--- src/rtl/dc_sweep_pkg.sv ---
// rtl/dc_sweep_pkg.sv - shared state encoding and saturating arithmetic for the bias sweep
package dc_sweep_pkg;

    typedef enum logic [2:0] {
        IDLE,
        LOAD,
        SETTLE,
        CONV,
        EMIT,
        DONE
    } state_t;

    function automatic int sat_add_val(input int code, input int step, input int max_code);
        int sum;
        sum = code + step;
        if (sum < 0) return 0;
        if (sum > max_code) return max_code;
        return sum;
    endfunction

    function automatic logic sat_add_clip(input int code, input int step, input int max_code);
        int sum;
        sum = code + step;
        return (sum < 0) || (sum > max_code);
    endfunction

    // Only the most-negative sample has no positive twin; it pins to the top of range.
    function automatic int sat_neg(input int v, input int min_v, input int max_v);
        return (v == min_v) ? max_v : -v;
    endfunction

endpackage

--- src/rtl/sweep_axis_counter.sv ---
// rtl/sweep_axis_counter.sv - one sweep axis: point index, clamped DAC code and end-of-axis flag
module sweep_axis_counter
    import dc_sweep_pkg::*;
#(
    parameter int DAC_W = 12,
    parameter int IDX_W = 8
) (
    input  logic             clk,
    input  logic             rst_n,
    input  logic             init,
    input  logic             adv,
    input  logic             wrap,
    input  logic [DAC_W-1:0] cfg_start,
    input  logic [DAC_W:0]   cfg_step,
    input  logic [IDX_W-1:0] cfg_npts,
    output logic [DAC_W-1:0] code,
    output logic [IDX_W-1:0] idx,
    output logic             last,
    output logic             step_clip
);

    localparam int CODE_MAX = (1 << DAC_W) - 1;

    logic [DAC_W-1:0] start_q;
    logic [DAC_W:0]   step_q;
    logic [IDX_W-1:0] last_idx_q;
    int               code_i;
    int               step_i;

    assign code_i    = int'(code);
    assign step_i    = int'($signed(step_q));
    assign step_clip = sat_add_clip(code_i, step_i, CODE_MAX);
    assign last      = (idx == last_idx_q);

    always_ff @(posedge clk or negedge rst_n) begin
        if (!rst_n) begin
            start_q    <= '0;
            step_q     <= '0;
            last_idx_q <= '0;
            code       <= '0;
            idx        <= '0;
        end else if (init) begin
            start_q    <= cfg_start;
            step_q     <= cfg_step;
            // A zero point count still produces one point.
            last_idx_q <= (cfg_npts == '0) ? '0 : cfg_npts - 1'b1;
            code       <= cfg_start;
            idx        <= '0;
        end else if (wrap) begin
            code <= start_q;
            idx  <= '0;
        end else if (adv) begin
            code <= DAC_W'(sat_add_val(code_i, step_i, CODE_MAX));
            idx  <= idx + 1'b1;
        end
    end

endmodule

--- src/rtl/dc_bias_sweep_sequencer.sv ---
// rtl/dc_bias_sweep_sequencer.sv - gate/drain 2-D bias sweep with settle, ADC capture and result stream
module dc_bias_sweep_sequencer
    import dc_sweep_pkg::*;
#(
    parameter int DAC_W  = 12,
    parameter int ADC_W  = 16,
    parameter int IDX_W  = 8,
    parameter int SET_W  = 16,
    parameter int NEG_ID = 1
) (
    input  logic             clk,
    input  logic             rst_n,
    input  logic             start,
    input  logic             abort,
    input  logic [DAC_W-1:0] vgs_start,
    input  logic [DAC_W:0]   vgs_step,
    input  logic [IDX_W-1:0] vgs_npts,
    input  logic [DAC_W-1:0] vds_start,
    input  logic [DAC_W:0]   vds_step,
    input  logic [IDX_W-1:0] vds_npts,
    input  logic [SET_W-1:0] settle_cycles,
    output logic [DAC_W-1:0] vgs_code,
    output logic [DAC_W-1:0] vds_code,
    output logic             dac_load,
    output logic             adc_req,
    input  logic             adc_ack,
    input  logic [ADC_W-1:0] adc_data,
    output logic             res_valid,
    input  logic             res_ready,
    output logic [ADC_W-1:0] res_id,
    output logic [IDX_W-1:0] res_gi,
    output logic [IDX_W-1:0] res_di,
    output logic             res_last,
    output logic             busy,
    output logic             done,
    output logic             clip
);

    localparam int ADC_MAX = (1 << (ADC_W - 1)) - 1;
    localparam int ADC_MIN = -(1 << (ADC_W - 1));

    state_t           state, state_n;
    logic [SET_W-1:0] settle_q, settle_cnt;
    logic [ADC_W-1:0] sample_q, sample_n;
    logic             ax_init, vgs_adv, vds_adv, vds_wrap;
    logic             vgs_last, vds_last, vgs_clip, vds_clip;

    sweep_axis_counter #(.DAC_W(DAC_W), .IDX_W(IDX_W)) u_vgs_axis (
        .clk(clk), .rst_n(rst_n), .init(ax_init), .adv(vgs_adv), .wrap(1'b0),
        .cfg_start(vgs_start), .cfg_step(vgs_step), .cfg_npts(vgs_npts),
        .code(vgs_code), .idx(res_gi), .last(vgs_last), .step_clip(vgs_clip)
    );

    sweep_axis_counter #(.DAC_W(DAC_W), .IDX_W(IDX_W)) u_vds_axis (
        .clk(clk), .rst_n(rst_n), .init(ax_init), .adv(vds_adv), .wrap(vds_wrap),
        .cfg_start(vds_start), .cfg_step(vds_step), .cfg_npts(vds_npts),
        .code(vds_code), .idx(res_di), .last(vds_last), .step_clip(vds_clip)
    );

    assign sample_n  = (NEG_ID != 0) ? ADC_W'(sat_neg(int'($signed(adc_data)), ADC_MIN, ADC_MAX))
                                     : adc_data;
    assign dac_load  = (state == LOAD);
    assign adc_req   = (state == CONV);
    assign res_valid = (state == EMIT);
    assign res_last  = (state == EMIT) && vgs_last && vds_last;
    assign res_id    = sample_q;
    assign busy      = (state != IDLE);
    assign done      = (state == DONE);

    always_comb begin
        state_n  = state;
        ax_init  = 1'b0;
        vgs_adv  = 1'b0;
        vds_adv  = 1'b0;
        vds_wrap = 1'b0;
        if (state != IDLE && abort) begin
            state_n = IDLE;
        end else begin
            case (state)
                IDLE: if (start) begin
                    state_n = LOAD;
                    ax_init = 1'b1;
                end
                LOAD:   state_n = (settle_q == '0) ? CONV : SETTLE;
                SETTLE: if (settle_cnt == '0) state_n = CONV;
                CONV:   if (adc_ack) state_n = EMIT;
                EMIT: if (res_ready) begin
                    if (vgs_last && vds_last) begin
                        state_n = DONE;
                    end else begin
                        state_n = LOAD;
                        if (vds_last) begin
                            vds_wrap = 1'b1;
                            vgs_adv  = 1'b1;
                        end else begin
                            vds_adv = 1'b1;
                        end
                    end
                end
                DONE:    state_n = IDLE;
                default: state_n = IDLE;
            endcase
        end
    end

    always_ff @(posedge clk or negedge rst_n) begin
        if (!rst_n) begin
            state      <= IDLE;
            settle_q   <= '0;
            settle_cnt <= '0;
            sample_q   <= '0;
            clip       <= 1'b0;
        end else begin
            state <= state_n;
            if (ax_init) begin
                settle_q <= settle_cycles;
                clip     <= 1'b0;
            end else if ((vgs_adv && vgs_clip) || (vds_adv && vds_clip)) begin
                clip <= 1'b1;
            end
            if (state == LOAD) settle_cnt <= settle_q - 1'b1;
            else if (state == SETTLE) settle_cnt <= settle_cnt - 1'b1;
            if (state == CONV && adc_ack && !abort) sample_q <= sample_n;
        end
    end

endmodule

--- config.mk ---
export PLATFORM = sky130hd
export DESIGN_NAME = dc_bias_sweep_sequencer
export DESIGN_NICKNAME = d
export VERILOG_FILES = /design/src/rtl/dc_sweep_pkg.sv /design/src/rtl/sweep_axis_counter.sv /design/src/rtl/dc_bias_sweep_sequencer.sv
export SDC_FILE = /design/constraint.sdc
export NUM_CORES = 1
export LEC_CHECK = 0
export CORE_UTILIZATION = 30
export DETAILED_ROUTE_END_ITERATION = 6
export PLACE_DENSITY = 0.5
export SYNTH_ARGS = -nofsm -noshare
export SYNTH_HDL_FRONTEND = slang
export SYNTH_SLANG_ARGS = --single-unit
--- constraint.sdc ---
create_clock -name clk -period 4.2 [get_ports clk]
set_input_delay 0.63 -clock clk [delete_from_list [all_inputs] [get_ports clk]]
set_output_delay 0.63 -clock clk [all_outputs]
set_load 0.05 [all_outputs]
* Word-level counts from Yosys, hierarchy flattened *
Cells that the tools add are included.

operators by class
  reductions and logical operators = 23
  bitwise logic cells = 0
  multiplexer cells = 60
  order comparisons = 4
  eq/ne operators = 12
  add/subtract/negate cells = 9
  $mul = 0
  divide/modulo/power cells = 0
  shift operators = 0

operators with widths
  cell                     count
  $mux W12                 11
  $mux W8                  7
  $mux W16                 3
  $logic_not A16 Y1        2
  $mux W1                  32
  $sub A16 B1 Y16 const B  2
  $add A13 B13 Y14         2
  $gt A14 B13 Y1 const B   2
  $lt A14 B1 Y1 const B    2
  $mux W3                  6
  $add A8 B1 Y8 const B    2
  $eq A16 B16 Y1 const B   1
  $eq A8 B8 Y1             2
  $logic_not A8 Y1         2
  $neg A16 Y16             1
  $sub A8 B1 Y8 const B    2
  $pmux W3 S5              1
  $logic_and A1 B1 Y1      8
  $eq A3 B2 Y1 const B     2
  $eq A3 B3 Y1 const B     2
  $ne A3 B1 Y1 const B     2
  $ne A3 B3 Y1 const B     2
  $reduce_bool A2 Y1       3
  $reduce_bool A3 Y1       2
  5 further kinds          7

storage, ports and cells
  latch bits = 0
  memories = 0
  bits in writable memories = 0
  output and inout port bits = 63
  logic and storage cells = 122
  bits of input ports = 104
  memory bits (read-only) = 0
  bits in registers = 146

* Depth between registers and ports, before layout *
  depth after elaboration = 18
  mapped depth = 13
  gate-level depth less buffers = 10

* Hierarchy *
Synthesis repeated with hierarchy kept, for this count alone.

unflattened totals
  cells, all modules = 912
  area, all modules = 9210.1 um^2

by module, submodules not included
  module                           instances  area an instance (um^2)  sequential area each (um^2)  cells an instance
  sweep_axis_counter (u_vgs_axis)  1          3153.0                   1326.3                       311
  dc_bias_sweep_sequencer          1          3055.4                   1301.2                       311
  sweep_axis_counter (u_vds_axis)  1          3001.6                   1326.3                       290

* Worst setup path before layout *
Ideal clock, no wire load.

  path kind = register -> output
  start = register u_vds_axis.idx[2]
  end = output port res_last
  stages on the path, launching flop included = 5
  required time = 3570 ps
  data arrival time = 2900 ps
  path buffers = 0
  setup slack = 670 ps
  cell sequence = dfrtp_1 -> xor2_1 -> nor4_1 -> nand2_1 -> nor4bb_1

on the way
  longest elaborated chain between the ends = 2

ends and longest elaborated chain
  what                    line                           RTL
  start, declared         sweep_axis_counter.sv:17       output logic [IDX_W-1:0] idx,
  start signal, assigned  sweep_axis_counter.sv:54       idx <= idx + 1'b1;
  $eq A8 B8 Y1            sweep_axis_counter.sv:33       assign last = (idx == last_idx_q);
  $logic_and A1 B1 Y1     dc_bias_sweep_sequencer.sv:65  assign res_last = (state == EMIT) && vgs_last && vds_last;
  end, declared           dc_bias_sweep_sequencer.sv:33  output logic res_last,

No other way between the ends.

* Worst setup path after layout *
  start = register u_vgs_axis.idx[3]
  end = output port res_last

on the way
  longest elaborated chain between the ends = 3

ends and longest elaborated chain
  what                              line
  start, declared                   sweep_axis_counter.sv:17
  start signal, assigned            sweep_axis_counter.sv:54
  $eq A8 B8 Y1                      sweep_axis_counter.sv:33
  $logic_and A1 B1 Y1 (2 in a row)  dc_bias_sweep_sequencer.sv:65

No other way between the ends.

==> results.json <==
{
  "antennaDiodeCount": 0,
  "utilization_pct": 40.01,
  "die_w_um": 170.8,
  "status": "completed",
  "multi_input_area_um2": 4626,
  "fp-row-count": 61,
  "hold_viol": 0,
  "syn_avg_cell_area_um2": 8.723,
  "cts_buffer_depth": 2,
  "grt_pass1_wl_um": 39540,
  "slowest_stage": "clkdlybuf4s50_1",
  "leakage_nw": 4.869,
  "fillers": 2878,
  "cp_cell_sequence": "xor2_1 -> nor4_1 -> nor4bb_1 -> clkdlybuf4s50_1",
  "drtAntennaViolNets": 0,
  "place_congestion": 0.7865,
  "hpwl_um": 17090,
  "synth_cell_types": 75,
  "cp_max_fo": 7,
  "vdd_drop_max_v": 0.0003401,
  "ios": 167,
  "grt_pass1_vias": 7505,
  "antenna_found_initial": 0,
  "finClkSkew_ns": 0.01224,
  "crit_arrival_ns": 3.11,
  "layout-drive-gt1-share_pct": 5.502,
  "ff2ff_setup_slack_ns": 1.25,
  "core-area_um2": 27930,
  "post_cts_buffers": 0,
  "post-route-min-period_ns": 3.737,
  "synth.top_cell.area_share_pct": 42.74,
  "p_per_area_nw_per_um2": 793.6,
  "finalCritPeriodShare_pct": 88.98,
  "setup_tns_ns": 0,
  "grt_max_degree": 78,
  "cts_buffers": 17,
  "fp.dieArea_um2": 29170,
  "crit_path_start_kind": "flop",
  "cts_tree": "built",
  "die_h_um": 170.8,
  "cts.repair.resized": 0,
  "ys.flop_type": "dfrtp_1",
  "wl_um": 24290,
  "hp-class": "in2async",
  "synthCells": 980,
  "cts_hold_buf": 0,
  "worstPathRequired_ns": 3.57,
  "synth_seq_cells": 146,
  "synthTopCellsByArea": "dfrtp_1 (43%), nand2_1 (10%), ha_1 (4.4%)",
  "r2r_end": "settle_cnt[10]",
  "grtUsageMet2_pct": 28.29,
  "worstMarginPinSlew_ns": 1.004,
  "grt.busiest_layer": "met2",
  "maxCapViolations": 0,
  "gr-usage-met3_pct": 4.002,
  "drtPass1Iterations": 7,
  "fin_hold_ws_ns": 0.1975,
  "crit_path_end_kind": "primary output",
  "clock-root-buffer": "clkbuf_16",
  "areaGrowthSynthToFinish_pct": 30.74,
  "ff_latch_area_um2": 3654,
  "rsz0062_at_grt": "no",
  "yosysSeqAreaShare_pct": 42.74,
  "ys_warn_count": 0,
  "routedWlPerCell_um": 15.95,
  "critical_path.max_stage_delay_ns": 0.91,
  "grt_usage_pct": 17.30,
  "r2r_cells": 8,
  "portBuffers": 166,
  "worstSkewPairLatency_ns": 0.43,
  "layout_setup_ws_ns": 0.4627,
  "drc_errors": 0,
  "htreeDepth": 4,
  "start_util_pct": 30.60,
  "vias": 7523,
  "use_met1_pct": 23.39,
  "viasPerCell": 4.940,
  "grt_overflow": 0,
  "crit_type": "reg2out",
  "syn_area_um2": 8548,
  "max_freq_ghz": 0.2676,
  "final_nets": 1268,
  "setup_viol": 0,
  "cts_num_sinks": 146,
  "rr_startpoint": "state[1]",
  "yosys.area.top_type": "dfrtp_1",
  "p_total_mw": 8.870,
  "place_ws_ns": 0.8466,
  "synth-edff-count": 0,
  "clkTransAtPathRegs_ns": 0.07,
  "maxSlewViolCount": 0,
  "syn_nets": 1116,
  "drt_iter0_drc": 433,
  "max-slew-margin-rel_pct": 32.90,
  "async_flop_share_pct": 100.0
}
[power by group]
group          switching (mW)  leakage [nW]  internal (mW)
logic                    2.87          2.77           1.86
clock network           0.663         0.277          0.902
registers               0.556          1.82           2.01
[cell usage in the layout (no fill, tap or decap), types with 7 or more instances in the layout]
cell type / instances
nand2_1: 230
clkdlybuf4s50_1: 165
dfrtp_1: 146
nor2_1: 71
a21oi_1: 51
o21ai_0: 49
nor3_1: 42
xor2_1: 33
xnor2_1: 33
ha_1: 30
inv_1: 22
clkbuf_16: 17
a222oi_1: 16
o22a_1: 14
nor4_1: 13
mux2i_1: 11
o21ai_1: 10
a21o_1: 10
nor2b_1: 8
and3_1: 8
buf_4: 8
nand4_1: 7
nand3_1: 7
a211oi_1: 7
o31ai_1: 7
or3_1: 7
[final cells by class]
class                      count  share of cell area, %
clock inverter                13                  1.355
multi-input combinational    769                  41.39
inverter                      23                 0.7725
clock buffer                  19                  3.963
tap                          378                  4.232
sequential                   146                  32.69
timing repair buffer         175                  15.60
[worst max-delay path: cells and delay by family (launching register included)]
kind	cells	cell delay, ns
buf+inv	1	0.91
flops	1	0.45
simple gates	2	1.16
xor+xnor	1	0.17
[how the worst max path moves through the flow]
| stage | slack [ns] | start | cells after the start | endpoint |
|---|---|---|---|---|
| floorplan | 0.67 | u_vds_axis.idx[2] | 4 | res_last |
| global placement | 0.89 | u_vgs_axis.idx[3] | 4 | res_last |
| detailed placement | 0.85 | u_vgs_axis.idx[3] | 4 | res_last |
| CTS | 0.37 | u_vgs_axis.idx[3] | 4 | res_last |
| global route | 0.28 | u_vds_axis.idx[2] | 5 | res_last |
| finish | 0.46 | u_vgs_axis.idx[3] | 4 | res_last |
[registers in the layout, indices dropped and copies added (netlist names)]
| register | flops |
|---|---|
| u_vgs_axis.last_idx_q | 8 |
| settle_q | 16 |
| u_vds_axis.last_idx_q | 8 |
| clip | 1 |
| u_vds_axis.idx | 8 |
| u_vgs_axis.step_q | 13 |
| settle_cnt | 16 |
| u_vgs_axis.code | 12 |
| u_vds_axis.step_q | 13 |
| res_id | 16 |
| u_vds_axis.start_q | 12 |
| state | 3 |
| u_vgs_axis.idx | 8 |
| u_vds_axis.code | 12 |
[per-layer routing]
metal | share of wire, % | vias up
met5 | 0 | -
li1 | - | 3778
met2 | 46 | 170
met4 | 0.63 | 0
met1 | 48 | 3564
met3 | 4.9 | 11
[per-stage QoR]
step,instance area (um2),std cells
global route,11180,1523
global placement,10580,1491
detailed placement,10580,1491
floorplan,8548,980
CTS,11180,1523
finish,11180,1523
[kinds of logic (layout without fill, tap and decap cells)]
family                     Yosys count  count (layout)  synth area share, %
AOI/OAI and AO/OA                  219             219                17.45
xor gates and xnor gates            66              66                6.762
adders and majority gates           32              32                4.860
buffers and inverters               65             230                3.205
DFF                                146             146                42.74
muxes                               13              13                1.552
and+or+nand+nor                    439             439                23.43
[cell usage after synthesis (11+ instances only)]
| library cell | count |
|---|---|
| nor2_1 | 71 |
| nor3_1 | 42 |
| inv_1 | 22 |
| o21ai_0 | 49 |
| dfrtp_1 | 146 |
| xor2_1 | 33 |
| a222oi_1 | 16 |
| ha_1 | 30 |
| mux2i_1 | 11 |
| a21oi_1 | 51 |
| nand2_1 | 231 |
| xnor2_1 | 33 |
| o22a_1 | 14 |
| clkbuf_1 | 27 |
| nor4_1 | 13 |
Power figures use the tool's default switching activity.
